<file path="src/rtl/issue_queue_ctrl_pkg.sv">
// Shared types and sizing for the in-order issue queue and its pointer helper.
package issue_queue_ctrl_pkg;

    localparam int unsigned ISSUE_WAYS = 2;
    localparam int unsigned IQ_DEPTH   = 8;
    localparam int unsigned IQ_PTR_W   = $clog2(IQ_DEPTH);

    typedef logic [IQ_PTR_W-1:0] iq_ptr_t;

    // Decoded instruction payload carried from dispatch to the exec class.
    typedef struct packed {
        logic [7:0]  opcode;
        logic [5:0]  rob_tag;
        logic [15:0] imm;
    } instr_info_t;

endpackage

</file>
<file path="src/rtl/issue_queue_ctrl_ring_ptr.sv">
// Circular pointer: advances by 0/1/2 per cycle, wraps modulo 2**PTR_W, clears synchronously.
module iq_ring_ptr #(
    parameter int unsigned PTR_W = 3
) (
    input  logic             clk,
    input  logic             rst,
    input  logic             clr,
    input  logic [1:0]       inc,
    output logic [PTR_W-1:0] ptr
);

    logic [PTR_W-1:0] r_ptr;

    // Power-of-two depth makes the natural adder overflow the wrap.
    always_ff @(posedge clk) begin
        if (rst || clr) begin
            r_ptr <= '0;
        end else begin
            r_ptr <= r_ptr + PTR_W'(inc);
        end
    end

    assign ptr = r_ptr;

endmodule

</file>
<file path="src/rtl/issue_queue_ctrl.sv">
// In-order circular issue queue: dual enqueue from dispatch, in-order 0/1/2 issue into a
// registered issue stage, gated by external wake-up verdicts and exec back-pressure.
module issue_queue_ctrl
    import issue_queue_ctrl_pkg::*;
#(
    parameter int unsigned DEPTH = IQ_DEPTH
) (
    input  logic                             clk,
    input  logic                             rst,
    input  logic                             flush,
    input  logic [ISSUE_WAYS-1:0]            enq_valid,
    input  instr_info_t [ISSUE_WAYS-1:0]     enq_instr,
    output logic                             enq_ready,
    output logic [ISSUE_WAYS-1:0]            head_valid,
    output instr_info_t [ISSUE_WAYS-1:0]     head_instr,
    input  logic [ISSUE_WAYS-1:0]            wake_ready,
    input  logic                             exec_stall,
    output logic [ISSUE_WAYS-1:0]            issue_valid,
    output instr_info_t [ISSUE_WAYS-1:0]     issue_instr,
    output logic [$clog2(DEPTH):0]           occupancy
);

    localparam int unsigned PTR_W = $clog2(DEPTH);
    localparam int unsigned OCC_W = PTR_W + 1;

    logic [PTR_W-1:0]            w_head;
    logic [PTR_W-1:0]            w_tail;
    logic [PTR_W-1:0]            w_head_p1;
    logic [PTR_W-1:0]            w_tail_p1;
    logic                        w_enq_fire;
    logic [1:0]                  w_enq_n;
    logic                        w_deq0;
    logic                        w_deq1;
    logic [1:0]                  w_deq_n;
    logic                        w_clr;

    instr_info_t                 r_mem [DEPTH];
    logic [OCC_W-1:0]            r_occ;
    logic [ISSUE_WAYS-1:0]       r_issue_valid;
    instr_info_t [ISSUE_WAYS-1:0] r_issue_instr;

    assign w_clr     = flush;
    assign w_head_p1 = w_head + PTR_W'(1);
    assign w_tail_p1 = w_tail + PTR_W'(1);

    // Enqueue acceptance and issue selection; flush discards both.
    always_comb begin
        enq_ready     = 1'b0;
        w_enq_fire    = 1'b0;
        w_enq_n       = 2'd0;
        head_valid    = '0;
        w_deq0        = 1'b0;
        w_deq1        = 1'b0;
        w_deq_n       = 2'd0;

        enq_ready     = (r_occ <= OCC_W'(DEPTH - 2)) && !flush;
        w_enq_fire    = enq_ready && enq_valid[0];
        if (w_enq_fire) begin
            w_enq_n = enq_valid[1] ? 2'd2 : 2'd1;
        end

        head_valid[0] = (r_occ >= OCC_W'(1));
        head_valid[1] = (r_occ >= OCC_W'(2));
        w_deq0        = head_valid[0] && wake_ready[0] && !exec_stall;
        w_deq1        = w_deq0 && head_valid[1] && wake_ready[1];
        if (!flush) begin
            w_deq_n = {1'b0, w_deq0} + {1'b0, w_deq1};
        end
    end

    assign head_instr[0] = r_mem[w_head];
    assign head_instr[1] = r_mem[w_head_p1];

    iq_ring_ptr #(.PTR_W(PTR_W)) u_head_ptr (
        .clk (clk),
        .rst (rst),
        .clr (w_clr),
        .inc (w_deq_n),
        .ptr (w_head)
    );

    iq_ring_ptr #(.PTR_W(PTR_W)) u_tail_ptr (
        .clk (clk),
        .rst (rst),
        .clr (w_clr),
        .inc (w_enq_n),
        .ptr (w_tail)
    );

    // Storage needs no reset: entries are only observed while counted in occupancy.
    always_ff @(posedge clk) begin
        if (w_enq_fire) begin
            r_mem[w_tail] <= enq_instr[0];
            if (enq_valid[1]) begin
                r_mem[w_tail_p1] <= enq_instr[1];
            end
        end
    end

    always_ff @(posedge clk) begin
        if (rst || flush) begin
            r_occ <= '0;
        end else begin
            r_occ <= r_occ + OCC_W'(w_enq_n) - OCC_W'(w_deq_n);
        end
    end

    // Issue stage holds under stall, but a flush still empties it.
    always_ff @(posedge clk) begin
        if (rst) begin
            r_issue_valid <= '0;
            r_issue_instr <= '0;
        end else if (flush) begin
            r_issue_valid <= '0;
        end else if (!exec_stall) begin
            r_issue_valid <= {w_deq1, w_deq0};
            r_issue_instr <= head_instr;
        end
    end

    assign issue_valid = r_issue_valid;
    assign issue_instr = r_issue_instr;
    assign occupancy   = r_occ;

    a_enq_legal: assert property (@(posedge clk) disable iff (rst) enq_valid != 2'b10);
    a_occ_bound: assert property (@(posedge clk) disable iff (rst) r_occ <= OCC_W'(DEPTH));
    a_no_underflow: assert property (@(posedge clk) disable iff (rst) !(w_deq0 && r_occ == '0));

endmodule

</file>
<file path="config.mk">
export PLATFORM = sky130hd
export DESIGN_NAME = issue_queue_ctrl
export DESIGN_NICKNAME = d
export VERILOG_FILES = /design/src/rtl/issue_queue_ctrl_pkg.sv /design/src/rtl/issue_queue_ctrl_ring_ptr.sv /design/src/rtl/issue_queue_ctrl.sv
export SDC_FILE = /design/constraint.sdc
export NUM_CORES = 1
export LEC_CHECK = 0
export CAP_MARGIN = 5
export CORE_ASPECT_RATIO = 1.5
export CORE_MARGIN = 5
export CORE_UTILIZATION = 50
export CTS_CLUSTER_DIAMETER = 150
export DETAILED_ROUTE_END_ITERATION = 8
export GPL_ROUTABILITY_DRIVEN = 0
export HOLD_SLACK_MARGIN = 0.02
export PLACE_DENSITY_LB_ADDON = 0.15
export SETUP_SLACK_MARGIN = 0.2
export SLEW_MARGIN = 5
export SYNTH_ARGS = -nofsm -noshare
export SYNTH_HDL_FRONTEND = slang
export SYNTH_SLANG_ARGS = --single-unit
</file>
<file path="constraint.sdc">
create_clock -name clk -period 4.5 [get_ports clk]
set_clock_uncertainty 0.2 [all_clocks]
set_input_delay 1.125 -clock clk [delete_from_list [all_inputs] [get_ports clk]]
set_output_delay 1.125 -clock clk [all_outputs]
set_load 0.01 [all_outputs]
</file>
### Word-level counts from Yosys, hierarchy flattened

Memories as Yosys holds them, arrays and structs flattened. A register that Yosys moved wholly into a read port is not among the register bits.
Index checks and enable logic that the tools add are counted.

* register bits: 72
* memory bits (writable): 240
* bits of input ports: 68
* output and inout port bits: 129
* word-level logic and storage cells: 43
* memories: 1

* add/subtract/negate cells: 7
* $lt $le $gt $ge: 3
* multiplexer cells: 9
* bitwise operators: 2
* reduce and logical (&&, ||, !) cells: 11

Memory list
* r_mem: words 8, bits a word 30, rd ports 2, clocked after memory_dff 1, wr ports 2, RTL line issue_queue_ctrl.sv:37 `instr_info_t r_mem [DEPTH];`

Operators by type and width (count)
* adder 3 x 1 -> 3 bit (second input constant): 2
* adder 3 x 2 -> 3 bit: 2
* logical AND 1 bit: 6
* 2-to-1 mux 2 bit: 3
* 2-to-1 mux 1 bit: 5
* adder 4 x 2 -> 4 bit: 1
* >= comparator 4 x 1 -> 1 bit (second input constant): 1
* >= comparator 4 x 2 -> 1 bit (second input constant): 1
* <= comparator 4 x 3 -> 1 bit (second input constant): 1
* subtractor 4 x 2 -> 4 bit: 1
* 2-to-1 mux 3 bit: 1
* adder 1 x 1 -> 2 bit: 1
* zero test 1 bit: 2
* inverter 1 bit: 2
* AND reduction 2 bit: 1
* OR reduction 2 bit: 1
* logical OR 1 bit: 1

### Longest topological paths before layout

Gate-level depths: netlist of the first run.

* depth after elaboration: 9
* gate-level depth with buffers: 15
* mapped depth without buffers: 15

### By module

Synthesis of the first run repeated with hierarchy kept, for this count alone.

* cell total of the unflattened synthesis: 1420
* area, all modules: 17574.4 sq um

Modules (own cells, without submodules)
* issue_queue_ctrl: times used 1, cells each 1396, area an instance 17304.1 sq um, sequential area each 8528.2 sq um
* iq_ring_ptr: times used 2, cells each 12, area an instance 135.1 sq um, sequential area each 60.1 sq um

### Least setup slack after synthesis of the first run

OpenSTA, ideal clock, no wires.

* path type: input to register
* from: input flush
* to: memory r_mem[1][0] (netlist bit) (enable)
* library setup time: 0.427 ns
* data arrival time: 3.310 ns
* setup slack: 0.563 ns
* stages on the path: 4
* cell sequence: a311oi_2 > buf_6 > nand2_1 > a21oi_1

RTL lines
* from (decl): RTL line issue_queue_ctrl.sv:10 `input logic flush,`
* to (decl): RTL line issue_queue_ctrl.sv:37

==> results of run 1 <==
## worst paths after layout
| path | from | slack (ps) | endpoint | cells past startpoint |
|---|---|---|---|---|
| worst max-delay path | u_head_ptr.ptr[0] | 240 | head_instr[21] | 5 |
| worst min-delay path | issue_valid[0] | 270 | issue_valid[0] | 2 |
| worst max register to register | u_tail_ptr.ptr[0] | 1410 | r_mem[0][21] | 5 |
| worst min register to register | issue_valid[0] | 270 | issue_valid[0] | 2 |
## sequential cells by signal (all words and copies together) (netlist names)
register / flops
issue_instr: 60
r_mem: 240
occupancy: 4
u_head_ptr.ptr: 3
issue_valid: 2
u_tail_ptr.ptr: 3
## logic make-up (layout without fill, tap and decap cells)
| group | after synthesis | after routing | share of synthesized area (%) |
|---|---|---|---|
| mux | 480 | 480 | 29.6 |
| simple gates | 333 | 333 | 9.70 |
| flops | 312 | 312 | 48.4 |
| compound gates | 134 | 134 | 5.96 |
| buf+inv | 131 | 318 | 4.67 |
| fa+ha+maj | 15 | 15 | 1.22 |
| xor+xnor | 8 | 8 | 0.476 |
| other cells | 0 | 2 | 0 |
## per-layer routing
metal / wire, um / up-vias / global-route usage, % / share of wire [%]
li1: - / 5747 / - / -
met1: 20400 / 6423 / 31.6 / 39
met2: 27700 / 420 / 46.5 / 53
met3: 3190 / 81 / 3.88 / 6.1
met4: 1250 / 6 / 6.81 / 2.4
met5: 40 / - / 0 / 0.076
## final cells by class
| cell class | count | share of cell area [%] |
|---|---|---|
| flip-flops and latches | 312 | 40.3 |
| repair buffers | 246 | 11.7 |
| inverters | 9 | 0.157 |
| diodes | 2 | 0.0233 |
| well taps | 473 | 2.76 |
| clock buffers | 48 | 4.60 |
| multi-input cells | 970 | 39.9 |
| clock inverters | 15 | 0.595 |
## timing repair
action	in CTS	in global routing
resized for setup	6	5
cloned	0	1
pin swaps	0	2
setup buffers	1	8
endpoints found under the setup margin	33	32
hold buffers	0	0
## through the flow
step | setup WS, ps | total power (uW) | utilization [%] | hold WS [ps] | instances
detailed placement | 621 | 4160 | 57.4 | 265 | 2000
finish | 241 | 6910 | 61.0 | 269 | 2075
global route | 199 | 7170 | 61.0 | 277 | 2074
CTS | 178 | 6960 | 60.6 | 272 | 2064
global placement | 665 | 4140 | 57.4 | 263 | 2000
floorplan | 563 | 3760 | - | 288 | 1413
## layout by cell type (no fill, tap or decap), drive strengths merged
cell type and count:
o22ai 30, nand3b 6, and4 30, nor2 139
xnor2 5, diode 2, inv 9, buf 52
a21boi 1, a31oi 4, or2 3, nor3b 2
a21o 1, dfxtp 72, clkinv 13, clkbuf 49
ha 11, nand3 129, mux2i 180, bufinv 2
fa 4, a221oi 30, nor2b 3, xor2 3
mux2 300, a311oi 1, edfxtp 240, nand2 7
o31a 60, nand2b 3, clkdlybuf4s50 193, and3 3
and2 7, a21oi 7, nor3 1
## power by group
group	switching (uW)	total, uW	internal, uW	leakage [uW]
clock	1150	2800	1650	0.000558
combinational	429	881	453	0.00378
sequential	42.6	3230	3180	0.00277
## worst register-to-register path: stages (launching register included)
cell	delay, ps
dfxtp_1	710
ha_1	390
nor2_1	440
nand3_4	450
buf_12	350
mux2_4	310
==> results.toml, run 1 <==
[run_status]
outcome = "finished, final reports clean"

[route]
first_iter_violations = 867
ant_nets = 0
vias = 12700
via_per_inst = 6.11
wl_um = 52500
drc = 0
routedWlPerCell_um = 25.3
drtPass1Iterations = 5

[worst_setup_path]
required_ps = 3170
critPathTopFamily = "buffers and inverters"
critPathLaunchType = "flop"
path_max_fanout = 49
path_cells = "buf_6 > mux2_2 > o22ai_1 > a221oi_1 > clkdlybuf4s50_1"
slowest_stage = "clkdlybuf4s50_1"
endpoint_kind = "primary output"
worst_ep_arrival_time_ps = 2930
max_stage_delay_ps = 660
cp.buffers_inverters = 2
path_class = "flop to primary output"

[clocking]
cts_buffers = 35
h-tree-depth = 2
cts_sinks = 312
clkTransAtPathRegs_ps = 60
cts_tree = "yes"
clk_path_buf_depth = 3
clk_latency_ps = 520
cts-root-buf = "clkbuf_16"

[final_layout]
drive_above_1_share_pct = 27.8
syn_to_final_growth_pct = 20.1
layout.nets = 1657
finalInstanceArea_sq_um = 21500
multi_input_area_sq_um = 8560
seq_area_sq_um = 8650
fillers = 2832

[pwr]
peakVddDrop_mv = 0.320
leakagePower_uw = 0.00711
power.density_nw_per_um2 = 322

[synthesis]
ys_ff_latch = 312
synth_common_cells = "270 x mux2_2, 240 x edfxtp_1, 180 x mux2i_1"
seq_area_frac_synth_pct = 48.4
synth.most_common_cell = "mux2_2"
yosys_warnings = 0
async_reset_ff_share_pct = 0
netlist.area_leader.share_pct = 40.3
synth_cells = 1413
synth_top_area_cell = "edfxtp_1"
syn_area_per_cell_sq_um = 12.7
ys_top_cells_by_area = "edfxtp_1 40%, mux2_2 17%, mux2i_1 10%"
ys.flop_type = "edfxtp_1"
syn_area_sq_um = 17900
synth-edff-count = 240
synth_cell_type_count = 42
synth_fp_nets = 1496

[timing]
fin_crit_sh_pct = 94.6
rsz0062_at_grt = "yes"
fmax_mhz = 235
finalCriticalPeriod_ps = 4260
maxSlewViolCount = 0
setup_tns_ps = 0
worstMarginPinSlew_ps = 895
relSlewSlack_pct = 40.2
hold_viol = 0
setup_violations = 0

[die]
die-area_sq_um = 39700
die_h_um = 242
start_util_pct = 50.8
core_area_sq_um = 35200
dieWidth_um = 164
io_pins = 197
rows = 84

[global_route]
grt_pass1_wl_um = 78100
grt_pass1_vias = 13100
grt_antenna_before_repair = 5
grt_max_degree = 111
overflow = 0
grt_util_all_layers_pct = 25.7

[flow_run]
drv_cap = 0

[min_path]
min_path_type = "flop to flop"

[placement]
placed_cell_area_sq_um = 20200
portBuffers = 196
hpwlAfterDp_um = 30700
(Power assumes the default switching activity.)
==> inputs of run 2 (changes only) <==
SLEW_MARGIN = 20   (was 5)
==> results of run 2 <==
Final layout, timing and power as in run 1 (identical DEF).
==> inputs of run 3 (changes only) <==
--- a/config.mk
+++ b/config.mk
@@ -12,5 +12,4 @@
 export CTS_CLUSTER_DIAMETER = 150
 export DETAILED_ROUTE_END_ITERATION = 8
-export GPL_ROUTABILITY_DRIVEN = 0
 export HOLD_SLACK_MARGIN = 0.02
 export PLACE_DENSITY_LB_ADDON = 0.15
==> constraint.sdc (replaced) <==
create_clock -name clk -period 3.5 [get_ports clk]
set_clock_uncertainty 0.2 [all_clocks]
set_input_delay 1.05 -clock clk [delete_from_list [all_inputs] [get_ports clk]]
set_output_delay 1.05 -clock clk [all_outputs]
set_load 0.01 [all_outputs]
==> run 3 against run 2 <==
The run now ends with negative setup slack left. Setup slack worse by 390 ps. Core utilization is 9.7 points higher. Cell count is 8.7% higher. Final area is 16% higher. Clock power is 30% higher. Combinational power is 54% higher. Count of clock-buffer cells in the layout is 7 lower. Worst hold slack better by 0.85 ps. Largest cell class is now multi-input gates. Critical path depth is 4 higher. Die area stayed put. Sequential power is 28% higher. Wire length is 14% higher.
==> results.toml, run 3 (synthesis gave the netlist of run 1 again) <==
[die]
die_h_um = 242
start_util_pct = 50.8
io_pins = 197
rows = 84
die-area_sq_um = 39700
dieWidth_um = 164
core_area_sq_um = 35200

[timing]
fin_crit_sh_pct = 104
hold_viol = 0
worstMarginPinSlew_ps = 853
relSlewSlack_pct = 43.1
setup_violations = 39
holdWs_ps = 270
maxSlewViolCount = 0
finalCriticalPeriod_ps = 3650
finalWorstSetupSlack_ps = -147
fmax_mhz = 274
rsz0062_at_grt = "yes"

[pwr]
leakagePower_uw = 0.00881
power_uw = 9140
peakVddDrop_mv = 0.415
power.density_nw_per_um2 = 367

[final_layout]
largest_reg_flops = 240
layout_common_cells = "240 x edfxtp_1, 231 x mux2_2, 168 x mux2i_1"
syn_to_final_growth_pct = 39.2
final_common_cell = "edfxtp_1"
finalNonFillerCells = 2256
layout.nets = 1838
drive_above_1_share_pct = 44.2
finalInstanceArea_sq_um = 24900
top_register = "r_mem"
fillers = 2362

[worst_setup_path]
path_cells = "ha_4 > buf_12 > buf_12 > buf_16 > buf_12 > mux2i_2 > nand3_1 > and4_4 > buf_6"
slowest_stage = "dfxtp_4"
path_class = "flop to primary output"
max_stage_delay_ps = 370
critPathTopFamily = "buffers and inverters"
r2r_cells = 14
endpoint_kind = "primary output"
rr_startpoint = "occupancy[2]"
path_max_fanout = 6
worst_ep_arrival_time_ps = 2400
required_ps = 2250
r2r_setup_slack_ps = 480
cp_common_cell = "buf_12"
cp.buffers_inverters = 5
rr_endpoint = "occupancy[1]"
critPathLaunchType = "flop"

[route]
first_iter_violations = 1140
ant_nets = 0
wl_um = 60000
drtPass1Iterations = 5
vias = 14000
via_per_inst = 6.19
routedWlPerCell_um = 26.6
drc = 0

[clocking]
clk_latency_ps = 580
cts_buffers = 30
clk_path_buf_depth = 3
cts_hold_buffers = 0
cts-root-buf = "clkbuf_16"
clkTransAtPathRegs_ps = 70
h-tree-depth = 1
cts_tree = "yes"
cts_sinks = 312

[run_status]
violations = "negative setup slack"
outcome = "complete, but fails checks"

[global_route]
grt_pass1_vias = 14500
grt_pass1_wl_um = 87000
grt_antenna_before_repair = 6
grt_util_all_layers_pct = 28.6
overflow = 0
grt_max_degree = 64

[placement]
portBuffers = 196
dp.cells = 2042
placed_cell_area_sq_um = 20800
hpwlAfterDp_um = 32900
place_ws_ps = -291
gp_congestion = 0.794

[flow_run]
drv_cap = 0

[min_path]
hold_path_depth = 2
min_to = "issue_valid[0]"
min_path_type = "flop to flop"
hp-start = "issue_valid[0]"
[run 3: cell types whose count changed in the layout (fill, tap and decap cells not counted), moves of 32 or more]
cell	before	now
buf_4	35	107
clkdlybuf4s50_1	193	131
buf_6	4	64
buf_12	10	52
mux2_2	270	231
mux2_4	30	69
buf_2	2	34
[run 3: cell type report]
cell class                      count  area, sq um  share of cell area, %
Clock inverter                     14          225                  0.905
Tap cell                          473          592                   2.38
Multi-Input combinational cell    972         9410                   37.8
Antenna cell                        5         12.5                 0.0503
Clock buffer                       41          873                   3.51
Timing Repair Buffer              430         5080                   20.4
Sequential cell                   312         8660                   34.8
Inverter                            9         33.8                  0.136
[run 3: timing repair]
item,CTS,global route
gates resized for setup,442,91
cloned,27,4
pin swaps,63,48
setup buffers,101,22
setup endpoints to repair,61,63
[run 3: tightest hold or removal path, delay by kind of cell, from the launching register on]
| family | cells | cell delay, ps |
|---|---|---|
| DFF | 1 | 310 |
| AOI/OAI and AO/OA | 1 | 50 |
| and+or+nand+nor | 1 | 60 |
[run 3: stage by stage]
step           utilization (%)  TNS (ps)
2_1_floorplan                -    -32170
3_3_place_gp              59.0      -794
3_5_place_dp              59.0     -1280
4_1_cts                   69.0     -2350
5_1_grt                   70.7     -4770
6_report                  70.7     -2740
[run 3: per-layer routing]
| metal | up-vias | GRT usage [%] | share of wire, % |
|---|---|---|---|
| met3 | 165 | 3.73 | 6.7 |
| li1 | 6132 | - | - |
| met4 | 2 | 11.8 | 4.2 |
| met5 | - | 0 | 0.020 |
| met2 | 670 | 52.3 | 53 |
| met1 | 6997 | 33.2 | 36 |
[run 3: how the worst max path moves through the flow]
stage	from	endpoint	slack [ps]	cells past startpoint
after floorplan	flush	r_mem[1][0]	-240	4
after global placement	wake_ready[0]	occupancy[2]	-240	12
after detailed placement	wake_ready[0]	occupancy[2]	-290	12
after CTS	u_head_ptr.ptr[0]	head_instr[47]	-110	9
after global routing	u_head_ptr.ptr[0]	head_instr[49]	-180	9
final	u_head_ptr.ptr[0]	head_instr[30]	-150	9
[run 3: power by group]
| part | leakage (uW) | switching (uW) | internal, uW | total [uW] |
|---|---|---|---|---|
| combinational | 0.00550 | 632 | 728 | 1360 |
| sequential | 0.00277 | 55.2 | 4090 | 4140 |
| clock | 0.000540 | 1460 | 2180 | 3640 |
| total | 0.00881 | 2140 | 7000 | 9140 |
